## src/rtl/dso100fb_pkg.sv

```systemverilog
// Shared definitions for the framebuffer fetch blocks.
//   state_e     : fetch sequencer states (encodings are fixed, other blocks decode them)
//   Status*     : bit positions inside the sticky STATUS vector
package dso100fb_pkg;

    typedef enum logic [1:0] {
        StOff   = 2'b00,
        StRun   = 2'b01,
        StDrain = 2'b10,
        StFlush = 2'b11
    } state_e;

    localparam int unsigned StatusW        = 3;
    localparam int unsigned StatusFlip     = 0;
    localparam int unsigned StatusUnderrun = 1;
    localparam int unsigned StatusTimeout  = 2;

endpackage

```

## src/rtl/dso100fb_status_reg.sv

```systemverilog
// Sticky status bits with write-1-to-clear and a masked, registered interrupt.
//   clk_i, rst_ni : clock, asynchronous active-low reset
//   set_i         : per-bit set pulses (win over a same-cycle clear)
//   clr_i         : per-bit write-1-to-clear pulses
//   mask_i        : per-bit interrupt enables
//   status_o      : sticky status vector
//   irq_o         : |(status & mask), one cycle behind status
module dso100fb_status_reg #(
    parameter int unsigned Width = 3
) (
    input  logic             clk_i,
    input  logic             rst_ni,
    input  logic [Width-1:0] set_i,
    input  logic [Width-1:0] clr_i,
    input  logic [Width-1:0] mask_i,
    output logic [Width-1:0] status_o,
    output logic             irq_o
);

    logic [Width-1:0] status_q, status_d;
    logic             irq_q, irq_d;

    always_comb begin
        status_d = (status_q & ~clr_i) | set_i;
        irq_d    = |(status_q & mask_i);
    end

    always_ff @(posedge clk_i or negedge rst_ni) begin
        if (!rst_ni) begin
            status_q <= '0;
            irq_q    <= 1'b0;
        end else begin
            status_q <= status_d;
            irq_q    <= irq_d;
        end
    end

    assign status_o = status_q;
    assign irq_o    = irq_q;

endmodule

```

## src/rtl/dso100fb_fetch_ctrl.sv

```systemverilog
// Frame-level sequencer for the framebuffer fetch engine. Restarts the engine only at
// frame boundaries: drains the AHB master, flushes the pixel FIFO, then applies any
// pending flip before re-enabling fetch.
//   CLK, RST_N             : clock, asynchronous active-low reset
//   CFG_*                  : enable level, requested base/end and flip pulse
//   FRAME_START            : start of vertical blank pulse
//   FETCH_ACTIVE           : fetch master has a transfer in progress
//   FIFO_EMPTY, PIXEL_REQ  : underrun detection
//   STATUS_CLEAR, IRQ_MASK : status W1C and interrupt enables
//   FETCH_EN, FETCH_FB_*   : fetch engine control
//   FIFO_FLUSH             : one-cycle FIFO clear
//   STATUS, IRQ, BUSY      : status, interrupt, restart in progress
module dso100fb_fetch_ctrl
    import dso100fb_pkg::*;
#(
    parameter int unsigned SETTLE_CYCLES  = 2,
    parameter int unsigned TIMEOUT_CYCLES = 1024,
    parameter int unsigned CNT_W          = 11
) (
    input  logic        CLK,
    input  logic        RST_N,
    input  logic        CFG_ENABLE,
    input  logic [31:0] CFG_FB_BASE,
    input  logic [31:0] CFG_FB_END,
    input  logic        CFG_FLIP_REQ,
    input  logic        FRAME_START,
    input  logic        FETCH_ACTIVE,
    input  logic        FIFO_EMPTY,
    input  logic        PIXEL_REQ,
    input  logic [2:0]  STATUS_CLEAR,
    input  logic [2:0]  IRQ_MASK,
    output logic        FETCH_EN,
    output logic [31:0] FETCH_FB_BASE,
    output logic [31:0] FETCH_FB_END,
    output logic        FIFO_FLUSH,
    output logic [2:0]  STATUS,
    output logic        IRQ,
    output logic        BUSY
);

    localparam logic [CNT_W-1:0] SettleLast = CNT_W'(SETTLE_CYCLES - 1);
    localparam logic [CNT_W-1:0] TmoLast    = CNT_W'(TIMEOUT_CYCLES - 1);
    // Counting one past TmoLast makes the timeout set fire exactly once per DRAIN.
    localparam logic [CNT_W-1:0] TmoMax     = CNT_W'(TIMEOUT_CYCLES);

    state_e             state_q, state_d;
    logic [CNT_W-1:0]   settle_q, settle_d;
    logic [CNT_W-1:0]   tmo_q, tmo_d;
    logic [29:0]        act_base_q, act_base_d, act_end_q, act_end_d;
    logic [29:0]        pend_base_q, pend_base_d, pend_end_q, pend_end_d;
    logic               pend_valid_q, pend_valid_d;
    logic               resync_q, resync_d;
    logic               fetch_en_q, fetch_en_d;
    logic               fifo_flush_q, fifo_flush_d;
    logic [StatusW-1:0] status_set;

    logic unused_cfg_lsb;
    assign unused_cfg_lsb = ^{CFG_FB_BASE[1:0], CFG_FB_END[1:0]};

    always_comb begin
        state_d      = state_q;
        settle_d     = '0;
        tmo_d        = '0;
        act_base_d   = act_base_q;
        act_end_d    = act_end_q;
        pend_base_d  = pend_base_q;
        pend_end_d   = pend_end_q;
        pend_valid_d = pend_valid_q;
        resync_d     = resync_q;
        status_set   = '0;

        if (CFG_FLIP_REQ) begin
            pend_base_d  = CFG_FB_BASE[31:2];
            pend_end_d   = CFG_FB_END[31:2];
            pend_valid_d = 1'b1;
        end

        unique case (state_q)
            StOff: begin
                if (CFG_ENABLE && FRAME_START) begin
                    state_d = StDrain;
                    // First enable without an explicit flip uses the live config.
                    if (!pend_valid_q) begin
                        pend_base_d  = CFG_FB_BASE[31:2];
                        pend_end_d   = CFG_FB_END[31:2];
                        pend_valid_d = 1'b1;
                    end
                end
            end
            StRun: begin
                if (FIFO_EMPTY && PIXEL_REQ) begin
                    status_set[StatusUnderrun] = 1'b1;
                    resync_d                   = 1'b1;
                end
                if (FRAME_START && (!CFG_ENABLE || pend_valid_q || resync_q)) begin
                    state_d = StDrain;
                end
            end
            StDrain: begin
                settle_d = FETCH_ACTIVE ? '0 : settle_q + 1'b1;
                tmo_d    = (tmo_q == TmoMax) ? tmo_q : tmo_q + 1'b1;
                if (tmo_q == TmoLast) begin
                    status_set[StatusTimeout] = 1'b1;
                end
                if (!FETCH_ACTIVE && (settle_q == SettleLast)) begin
                    state_d = StFlush;
                end
            end
            StFlush: begin
                resync_d = 1'b0;
                if (pend_valid_q) begin
                    // Old pending values are consumed; a same-cycle flip re-arms.
                    act_base_d             = pend_base_q;
                    act_end_d              = pend_end_q;
                    pend_valid_d           = CFG_FLIP_REQ;
                    status_set[StatusFlip] = 1'b1;
                end
                state_d = CFG_ENABLE ? StRun : StOff;
            end
            default: state_d = StOff;
        endcase

        fetch_en_d   = (state_d == StRun);
        fifo_flush_d = (state_d == StFlush);
    end

    always_ff @(posedge CLK or negedge RST_N) begin
        if (!RST_N) begin
            state_q      <= StOff;
            settle_q     <= '0;
            tmo_q        <= '0;
            act_base_q   <= '0;
            act_end_q    <= '0;
            pend_base_q  <= '0;
            pend_end_q   <= '0;
            pend_valid_q <= 1'b0;
            resync_q     <= 1'b0;
            fetch_en_q   <= 1'b0;
            fifo_flush_q <= 1'b0;
        end else begin
            state_q      <= state_d;
            settle_q     <= settle_d;
            tmo_q        <= tmo_d;
            act_base_q   <= act_base_d;
            act_end_q    <= act_end_d;
            pend_base_q  <= pend_base_d;
            pend_end_q   <= pend_end_d;
            pend_valid_q <= pend_valid_d;
            resync_q     <= resync_d;
            fetch_en_q   <= fetch_en_d;
            fifo_flush_q <= fifo_flush_d;
        end
    end

    dso100fb_status_reg #(
        .Width (StatusW)
    ) u_status_reg (
        .clk_i    (CLK),
        .rst_ni   (RST_N),
        .set_i    (status_set),
        .clr_i    (STATUS_CLEAR),
        .mask_i   (IRQ_MASK),
        .status_o (STATUS),
        .irq_o    (IRQ)
    );

    assign FETCH_EN      = fetch_en_q;
    assign FIFO_FLUSH    = fifo_flush_q;
    assign FETCH_FB_BASE = {act_base_q, 2'b00};
    assign FETCH_FB_END  = {act_end_q, 2'b00};
    assign BUSY          = (state_q == StDrain) || (state_q == StFlush);

endmodule

```

## config.mk

```make
export PLATFORM = sky130hd
export DESIGN_NAME = dso100fb_fetch_ctrl
export DESIGN_NICKNAME = d
export VERILOG_FILES = /design/src/rtl/dso100fb_pkg.sv /design/src/rtl/dso100fb_status_reg.sv /design/src/rtl/dso100fb_fetch_ctrl.sv
export SDC_FILE = /design/constraint.sdc
export NUM_CORES = 1
export LEC_CHECK = 0
export ABC_CLOCK_PERIOD_IN_PS = 2100
export CORE_MARGIN = 10
export CORE_UTILIZATION = 45
export DETAILED_ROUTE_END_ITERATION = 7
export GPL_TIMING_DRIVEN = 0
export PLACE_DENSITY = 0.74
export SLEW_MARGIN = 10
export SYNTH_ARGS = -nofsm -noshare
export SYNTH_HDL_FRONTEND = slang
export SYNTH_SLANG_ARGS = --single-unit
export TNS_END_PERCENT = 30
```

## constraint.sdc

```tcl
create_clock -name CLK -period 2.1 [get_ports CLK]
set_input_delay 0.315 -clock CLK [delete_from_list [all_inputs] [get_ports CLK]]
set_output_delay 0.315 -clock CLK [all_outputs]
set_load 0.05 [all_outputs]
```

Word-level counts from Yosys, hierarchy flattened:

Cells that the tools add are included.

* add/subtract/negate cells: 2
* eq/ne operators: 10
* reductions and logical operators: 14
* mux-type cells: 30
* bitwise logic cells: 4

Operator list (number)
* $mux W30: 8
* $mux W11: 4
* $add A11 B1 Y11 const B: 2
* $mux W1: 12
* $eq A11 B1 Y1 const B: 1
* $eq A11 B10 Y1 const B: 1
* $eq A11 B11 Y1 const B: 1
* $pmux W2 S4: 1
* $and A3 B3 Y3: 2
* $eq A2 B2 Y1 const B: 3
* $mux W2: 3
* $eq A2 B1 Y1 const B: 2
* $logic_and A1 B1 Y1: 4
* $ne A2 B2 Y1 const B: 2
* $pmux W1 S2: 2
* $reduce_and A2 Y1: 2
* $logic_or A1 B1 Y1: 3
* $not A3 Y3: 1
* $or A3 B3 Y3: 1
* $reduce_or A3 Y1: 1
* $logic_not A1 Y1: 2
* $logic_not A2 Y1: 1
* $reduce_bool A2 Y1: 1

* input port bits: 78
* register bits after elaboration: 152

Depth between registers and ports, before layout:

Gate-level depths: netlist (run 1).

* depth after elaboration: 7
* mapped depth: 6
* depth with buffers taken out: 6

Modules after synthesis:

Synthesis (run 1) repeated with hierarchy kept, for this count alone.

* cell total of the unflattened synthesis: 423
* area, all modules: 6128.4 µm²

Modules (own cells, without submodules)
* dso100fb_fetch_ctrl: area an instance 5980.7 µm², instances 1, cells each 411, sequential area each 3703.6 µm²
* dso100fb_status_reg: area an instance 147.6 µm², instances 1, cells each 12, sequential area each 100.1 µm²

Worst setup path before layout (run 1):

Ideal clock, no wire load.

* path kind: register -> register
* start point: register state_q[1]
* end point: register pend_base_q[0]
* slack: 0.281 ns
* arrival: 1.691 ns
* stages on the path, launching flop included: 7
* cells stage by stage: dfrtp_1 inv_1 ha_1 buf_4 a31oi_1 buf_2 mux2_1

* word-level cells in the longest chain between the ends: 2

Ends and longest elaborated chain
* start: declaration: RTL line dso100fb_fetch_ctrl.sv:46 `state_e state_q, state_d;`
* start signal: assignment: RTL line dso100fb_fetch_ctrl.sv:129 `state_q <= StOff;`
* start signal: assignment: RTL line dso100fb_fetch_ctrl.sv:141 `state_q <= state_d;`
* $logic_not A2 Y1: RTL line dso100fb_fetch_ctrl.sv:78 `unique case (state_q)`
* $mux W30: RTL line dso100fb_fetch_ctrl.sv:78
* named net pend_base_d[0]: RTL line dso100fb_fetch_ctrl.sv:50 `logic [29:0] pend_base_q, pend_base_d, pend_end_q, pend_end_d;`
* end signal: assignment: RTL line dso100fb_fetch_ctrl.sv:146 `pend_base_q <= pend_base_d;`
* end: declaration: RTL line dso100fb_fetch_ctrl.sv:50

The timed path passes the listed nets, and every way through them passes these cells.
A chain may end at the register's enable or synchronous reset.

Worst setup path in the final report (run 1):

* start point: register state_q[1]
* end point: register pend_base_q[21]

The elaborated chain is that of the path after synthesis.

==> flow_summary.json, run 1 <==
{
  "outcome": "finished, final reports clean",
  "drv_slew": 0,
  "area.growth.synth_to_final_pct": 38.0,
  "clk_path_buf_depth": 2,
  "p_leak_nw": 3.60,
  "die_area_um2": 18600,
  "synth_edf_count": 0,
  "portBuffers": 140,
  "ant_nets": 0,
  "initial_utilization_pct": 46.0,
  "syn_area_per_cell_um2": 14.5,
  "h-tree-depth": 4,
  "cp_max_fo": 10,
  "die_w_um": 136,
  "vias_per_cell": 4.94,
  "synth_area_leader_cell": "dfrtp_1",
  "die_h_um": 136,
  "syn_area_um2": 6090,
  "r2r_start": "state_q[1]",
  "nNetsFinal": 670,
  "grt_pass1_wl_um": 21600,
  "slew_headroom_pct": 61.9,
  "synth-xor-area-share_pct": 2.16,
  "grt.busiest_layer": "met2",
  "synth.distinct_cells": 42,
  "fmax_mhz": 491,
  "synthFlopType": "dfrtp_1",
  "netlist_top_cells_area": "dfrtp_1 62%, mux2_1 15%, mux2_2 7.0%, ha_1 1.6%, xnor2_1 1.6%",
  "met3_usage_pct": 5.35,
  "drcViolationCount": 0,
  "hpwlAfterDp_um": 9870,
  "wirelength_um": 13400,
  "gp_congestion": 0.799,
  "path_class": "reg -> reg",
  "async_reset_ff_share_pct": 100,
  "ys_seq_elements": 152,
  "rsz0062_at_grt": "yes",
  "design.core.area_um2": 13200,
  "reg2reg_to": "pend_base_q[21]",
  "tightest_slew_ns": 0.570,
  "cts_root_buf": "clkbuf_16",
  "drtIter0Drc": 166,
  "yosys-top-cells-count": "152 x dfrtp_1, 82 x mux2_1, 38 x mux2_2",
  "cts.sinks": 152,
  "hold_viol": 0,
  "synth_top_cell_area_share_pct": 62.4,
  "fin_worst_skew_ns": 0.00645,
  "cts_tree": "built",
  "cts_buffers": 17,
  "ir_worst_vdd_uv": 845,
  "power.density_nw_per_um2": 1530,
  "cts.clk_slew.worst_paths_ns": 0.06,
  "io_pins": 149,
  "synth_compound_area_share_pct": 2.57,
  "grt_overflow_total": 0,
  "arrival_ns": 2.32,
  "post-synth-top-count-cell": "dfrtp_1",
  "vias": 3810,
  "nFillCells": 1016,
  "antenna_found_initial": 0,
  "final_util_pct": 63.5,
  "crit_required_ns": 2.39,
  "first_pass_iters": 5,
  "setup_violations": 0,
  "design_area_um2": 8400,
  "use_met2_pct": 24.8,
  "antenna_cells": 0,
  "placed_area_um2": 7760,
  "wl_per_cell_um": 17.4,
  "fin_crit_ns": 2.04,
  "hold_class": "in -> async",
  "postCtsSetupRepairBufs": 0,
  "syn_inst": 420,
  "muxShareOfSynthArea_pct": 22.4,
  "synth_fa_ha_area_share_pct": 1.64,
  "regToRegSetupSlack_ns": 0.06,
  "grt_max_degree": 97,
  "clk_latency_ns": 0.41,
  "cap_violations": 0,
  "synth-simple-area-share_pct": 6.37,
  "met1_usage_pct": 17.8,
  "synth_top_family_by_area": "multiplexers",
  "ys.warnings.count": 0,
  "synth-seq-area-share_pct": 62.4,
  "start_kind": "flop",
  "final_layout_size_suffix_gt1_share_pct": 15.4,
  "num_rows": 42,
  "finalCritPeriodShare_pct": 96.9,
  "grt_pass1_vias": 4108,
  "groute.usage.overall_pct": 14.9,
  "ff2ff_path_depth": 6,
  "worst_setup_path_end_kind": "flop"
}
-- worst max-delay path: stages, from the launching register on --
cell	delay, ns
dfrtp_1	0.44
inv_1	0.11
ha_1	0.19
buf_4	0.17
a31oi_4	0.33
clkbuf_4	0.32
mux2_1	0.35
-- timing repair --
action / CTS / global route
hold endpoints to repair: 56 / 0
hold buffers: 1 / 0
gates resized for setup: 8 / 15
endpoints found under the setup margin: 61 / 119
-- power by group --
part / total (W) / internal [W] / switching, W / leakage, nW
Sequential: 0.00429 / 0.00381 / 0.000477 / 1.85
Combinational: 0.00554 / 0.00209 / 0.00345 / 1.46
Clock: 0.00306 / 0.00196 / 0.00110 / 0.294
-- placed cells by master (no fill, tap or decap), drive strengths merged, types with 7 or more instances in the layout --
master         count
o21ai              8
nor2              11
nand3              8
nor3               7
and2               9
clkbuf            37
ha                 8
dfrtp            152
xnor2             11
inv               13
clkdlybuf4s50    138
mux2             120
nand2             10
buf                9
-- cell families (layout without fill, tap and decap cells) --
group | Yosys count | after routing
fa+ha+maj | 8 | 8
xor+xnor | 15 | 15
compound gates | 21 | 21
buf+inv | 32 | 205
mux | 121 | 121
flops | 152 | 152
other cells | 1 | 4
simple gates | 70 | 70
-- sequential cells by signal, indices dropped and copies added (netlist names) --
name,cells
pend_base_q,30
FIFO_FLUSH,1
tmo_q,11
state_q,2
u_status_reg.status_o,3
act_end_q,30
settle_q,11
pend_end_q,30
FETCH_EN,1
u_status_reg.irq_o,1
resync_q,1
pend_valid_q,1
act_base_q,30
-- through the flow --
| step | total power (W) | instances | setup TNS, ns | hold WS [ns] | setup slack, ns |
|---|---|---|---|---|---|
| after global placement | 0.00978 | 739 | -796.40 | 0.462 | -5.08 |
| after CTS | 0.0130 | 772 | 0 | 0.427 | 0.00547 |
| final | 0.0129 | 772 | 0 | 0.413 | 0.0648 |
| after global routing | 0.0135 | 772 | -0.603 | 0.450 | -0.0372 |
| after detailed placement | 0.00992 | 740 | -28.17 | 0.267 | -0.495 |
| after floorplan | 0.00790 | 423 | 0 | 0.0194 | 0.281 |
-- metal layers --
layer | up-vias | wire length (µm)
li1 | 1787 | -
met1 | 1918 | 5740
met2 | 94 | 6740
met3 | 11 | 836
met4 | 0 | 104
met5 | - | 0
-- layout make-up --
type,count,area (µm²),area share (%)
Timing Repair Buffer,142,1440,17.2
Tap cell,176,220,2.62
Clock inverter,7,118,1.40
Sequential cell,152,3800,45.3
Multi-Input combinational cell,239,2170,25.8
Clock buffer,24,482,5.73
Inverter,13,48.8,0.581
Buffer,19,120,1.43
-- how the worst max path moves through the flow --
stage / cells past startpoint / to / slack (ns) / start
2_1_floorplan: 6 / pend_base_q[0] / 0.28 / state_q[1]
3_3_place_gp: 1 / pend_base_q[5] / -5.08 / RST_N
3_5_place_dp: 5 / pend_base_q[18] / -0.49 / FRAME_START
4_1_cts: 4 / act_base_q[16] / 0.005 / state_q[0]
5_1_grt: 6 / pend_base_q[21] / -0.04 / state_q[1]
6_report: 6 / pend_base_q[21] / 0.06 / state_q[1]
Note: power is estimated with default switching activity, not from simulation.
==> run 2, diff against run 1 <==
--- a/config.mk
+++ b/config.mk
@@ -5,7 +5,7 @@
 export SDC_FILE = /design/constraint.sdc
 export NUM_CORES = 1
 export LEC_CHECK = 0
-export ABC_CLOCK_PERIOD_IN_PS = 2100
+export ABC_CLOCK_PERIOD_IN_PS = 2500
 export CORE_MARGIN = 10
 export CORE_UTILIZATION = 45
 export DETAILED_ROUTE_END_ITERATION = 7
==> constraint.sdc (replaced) <==
create_clock -name CLK -period 2.5 [get_ports CLK]
set_input_delay 0.375 -clock CLK [delete_from_list [all_inputs] [get_ports CLK]]
set_output_delay 0.375 -clock CLK [all_outputs]
set_load 0.05 [all_outputs]
==> run 2 against run 1 <==
Against the previous run: maximum frequency fell by 7.1%; largest power group unchanged; die area did not move; critical path type unchanged; hold slack improved by 0.060 ns; core utilization fell by 0.27 points.
==> flow_summary.json, run 2 (same netlist as run 1, synthesis figures left out) <==
{
  "clk_latency_ns": 0.41,
  "portBuffers": 140,
  "hold_class": "in -> async",
  "regToRegSetupSlack_ns": 0.31,
  "cts_root_buf": "clkbuf_16",
  "start_kind": "flop",
  "path_class": "reg -> reg",
  "rsz0062_at_grt": "no",
  "drtIter0Drc": 164,
  "outcome": "finished, final reports clean",
  "drcViolationCount": 0,
  "reg2reg_to": "pend_base_q[3]",
  "die_w_um": 136,
  "cts_buffers": 17,
  "cp_max_fo": 10,
  "layout_common_cells": "152 x dfrtp_1, 138 x clkdlybuf4s50_1, 82 x mux2_1",
  "cts.sinks": 152,
  "gp_congestion": 0.799,
  "setup_tns_ns": 0,
  "nNetsFinal": 670,
  "initial_utilization_pct": 46.0,
  "groute.usage.overall_pct": 14.9,
  "wirelength_um": 13400,
  "fin_worst_skew_ns": 0.00625,
  "die_area_um2": 18600,
  "design_area_um2": 8370,
  "antenna_cells": 0,
  "drv_slew": 0,
  "fmax_mhz": 457,
  "p_leak_nw": 3.58,
  "setup.worst_path.start": "state_q[1]",
  "ir_worst_vdd_uv": 712,
  "final_layout_size_suffix_gt1_share_pct": 14.3,
  "die_h_um": 136,
  "clk_path_buf_depth": 2,
  "ff2ff_path_depth": 6,
  "power.density_nw_per_um2": 1290,
  "area.growth.synth_to_final_pct": 37.4,
  "setup.worst_path.end": "pend_base_q[3]",
  "arrival_ns": 2.48,
  "wl_per_cell_um": 17.4,
  "finalCritPeriodShare_pct": 87.6,
  "hold_viol": 0,
  "vias": 3804,
  "grt_max_degree": 97,
  "vias_per_cell": 4.93,
  "postCtsSetupRepairBufs": 0,
  "num_rows": 42,
  "tightest_slew_ns": 0.647,
  "grt_pass1_wl_um": 21600,
  "grt_pass1_vias": 4111,
  "design.core.area_um2": 13200,
  "ant_nets": 0,
  "crit_required_ns": 2.78,
  "cts_tree": "built",
  "setup_violations": 0,
  "final_util_pct": 63.2,
  "cts.clk_slew.worst_paths_ns": 0.06,
  "r2r_start": "state_q[1]",
  "h-tree-depth": 4,
  "worst_setup_path_end_kind": "flop",
  "first_pass_iters": 4,
  "slew_headroom_pct": 56.9,
  "cap_violations": 0,
  "io_pins": 149,
  "hpwlAfterDp_um": 9870,
  "placed_area_um2": 7760,
  "grt_overflow_total": 0,
  "fin_crit_ns": 2.19,
  "final_common_cell": "dfrtp_1",
  "antenna_found_initial": 0,
  "power_w": 0.0108
}
==> run 2: stage by stage <==
stage / std cells / hold WS (ns) / setup slack, ns
2_1_floorplan: 423 / 0.0794 / 0.681
3_5_place_dp: 740 / 0.327 / -0.155
5_1_grt: 772 / 0.492 / 0.161
6_report: 772 / 0.473 / 0.309
3_3_place_gp: 739 / 0.462 / -4.74
4_1_cts: 772 / 0.483 / 0.0761
==> run 2: power breakdown <==
part           internal [W]  switching, W
registers           0.00320      0.000401
clock network       0.00164      0.000926
logic               0.00173       0.00289
total               0.00658       0.00421
==> run 2: routing by layer <==
layer | vias up | routed length (µm) | share of wire (%) | GRT usage (%)
met5 | - | 0 | 0 | 0
met4 | 0 | 103 | 0.77 | 3.79
met3 | 11 | 837 | 6.2 | 5.35
met2 | 94 | 6710 | 50 | 24.8
met1 | 1910 | 5760 | 43 | 17.8
li1 | 1789 | - | - | -
==> run 2: repair_timing <==
item,4_1_cts,5_1_grt
hold endpoints to repair,56,0
hold buffers,1,0
pin swaps,0,0
endpoints found under the setup margin,6,1
resized for setup,2,2
==> run 2: worst min path at each step <==
stage / start / to / slack, ns / depth (start not counted)
after floorplan: RST_N / FETCH_EN / 0.08 / 0
after global placement: pend_end_q[19] / act_end_q[19] / 0.46 / 1
after detailed placement: RST_N / act_base_q[24] / 0.33 / 1
after CTS: pend_base_q[23] / act_base_q[23] / 0.48 / 1
after global routing: pend_end_q[10] / pend_end_q[10] / 0.49 / 1
final: RST_N / act_end_q[2] / 0.47 / 2
==> run 2: worst max-delay path, stage by stage, from the launching register on <==
cell,delay [ns]
dfrtp_1,0.43
inv_1,0.10
ha_1,0.19
buf_4,0.16
a31oi_2,0.43
buf_2,0.36
mux2_1,0.37
==> run 2: final cells by class <==
| class | instances | area, µm² |
|---|---|---|
| Buffer | 19 | 97.6 |
| Sequential cell | 152 | 3800 |
| Multi-Input combinational cell | 239 | 2160 |
| Tap cell | 176 | 220 |
| Clock buffer | 24 | 482 |
| Clock inverter | 7 | 118 |
| Timing Repair Buffer | 142 | 1440 |
| Inverter | 13 | 48.8 |
| Fill cell | 1022 | 4880 |
==> run 3, diff against run 2 <==
--- a/config.mk
+++ b/config.mk
@@ -10,6 +10,7 @@
 export CORE_UTILIZATION = 45
 export DETAILED_ROUTE_END_ITERATION = 7
 export GPL_TIMING_DRIVEN = 0
+export HOLD_SLACK_MARGIN = 0.08
 export PLACE_DENSITY = 0.74
 export SLEW_MARGIN = 10
 export SYNTH_ARGS = -nofsm -noshare
==> results of run 3 <==
No change in the layout: final DEF, timing and power equal those of run 2.
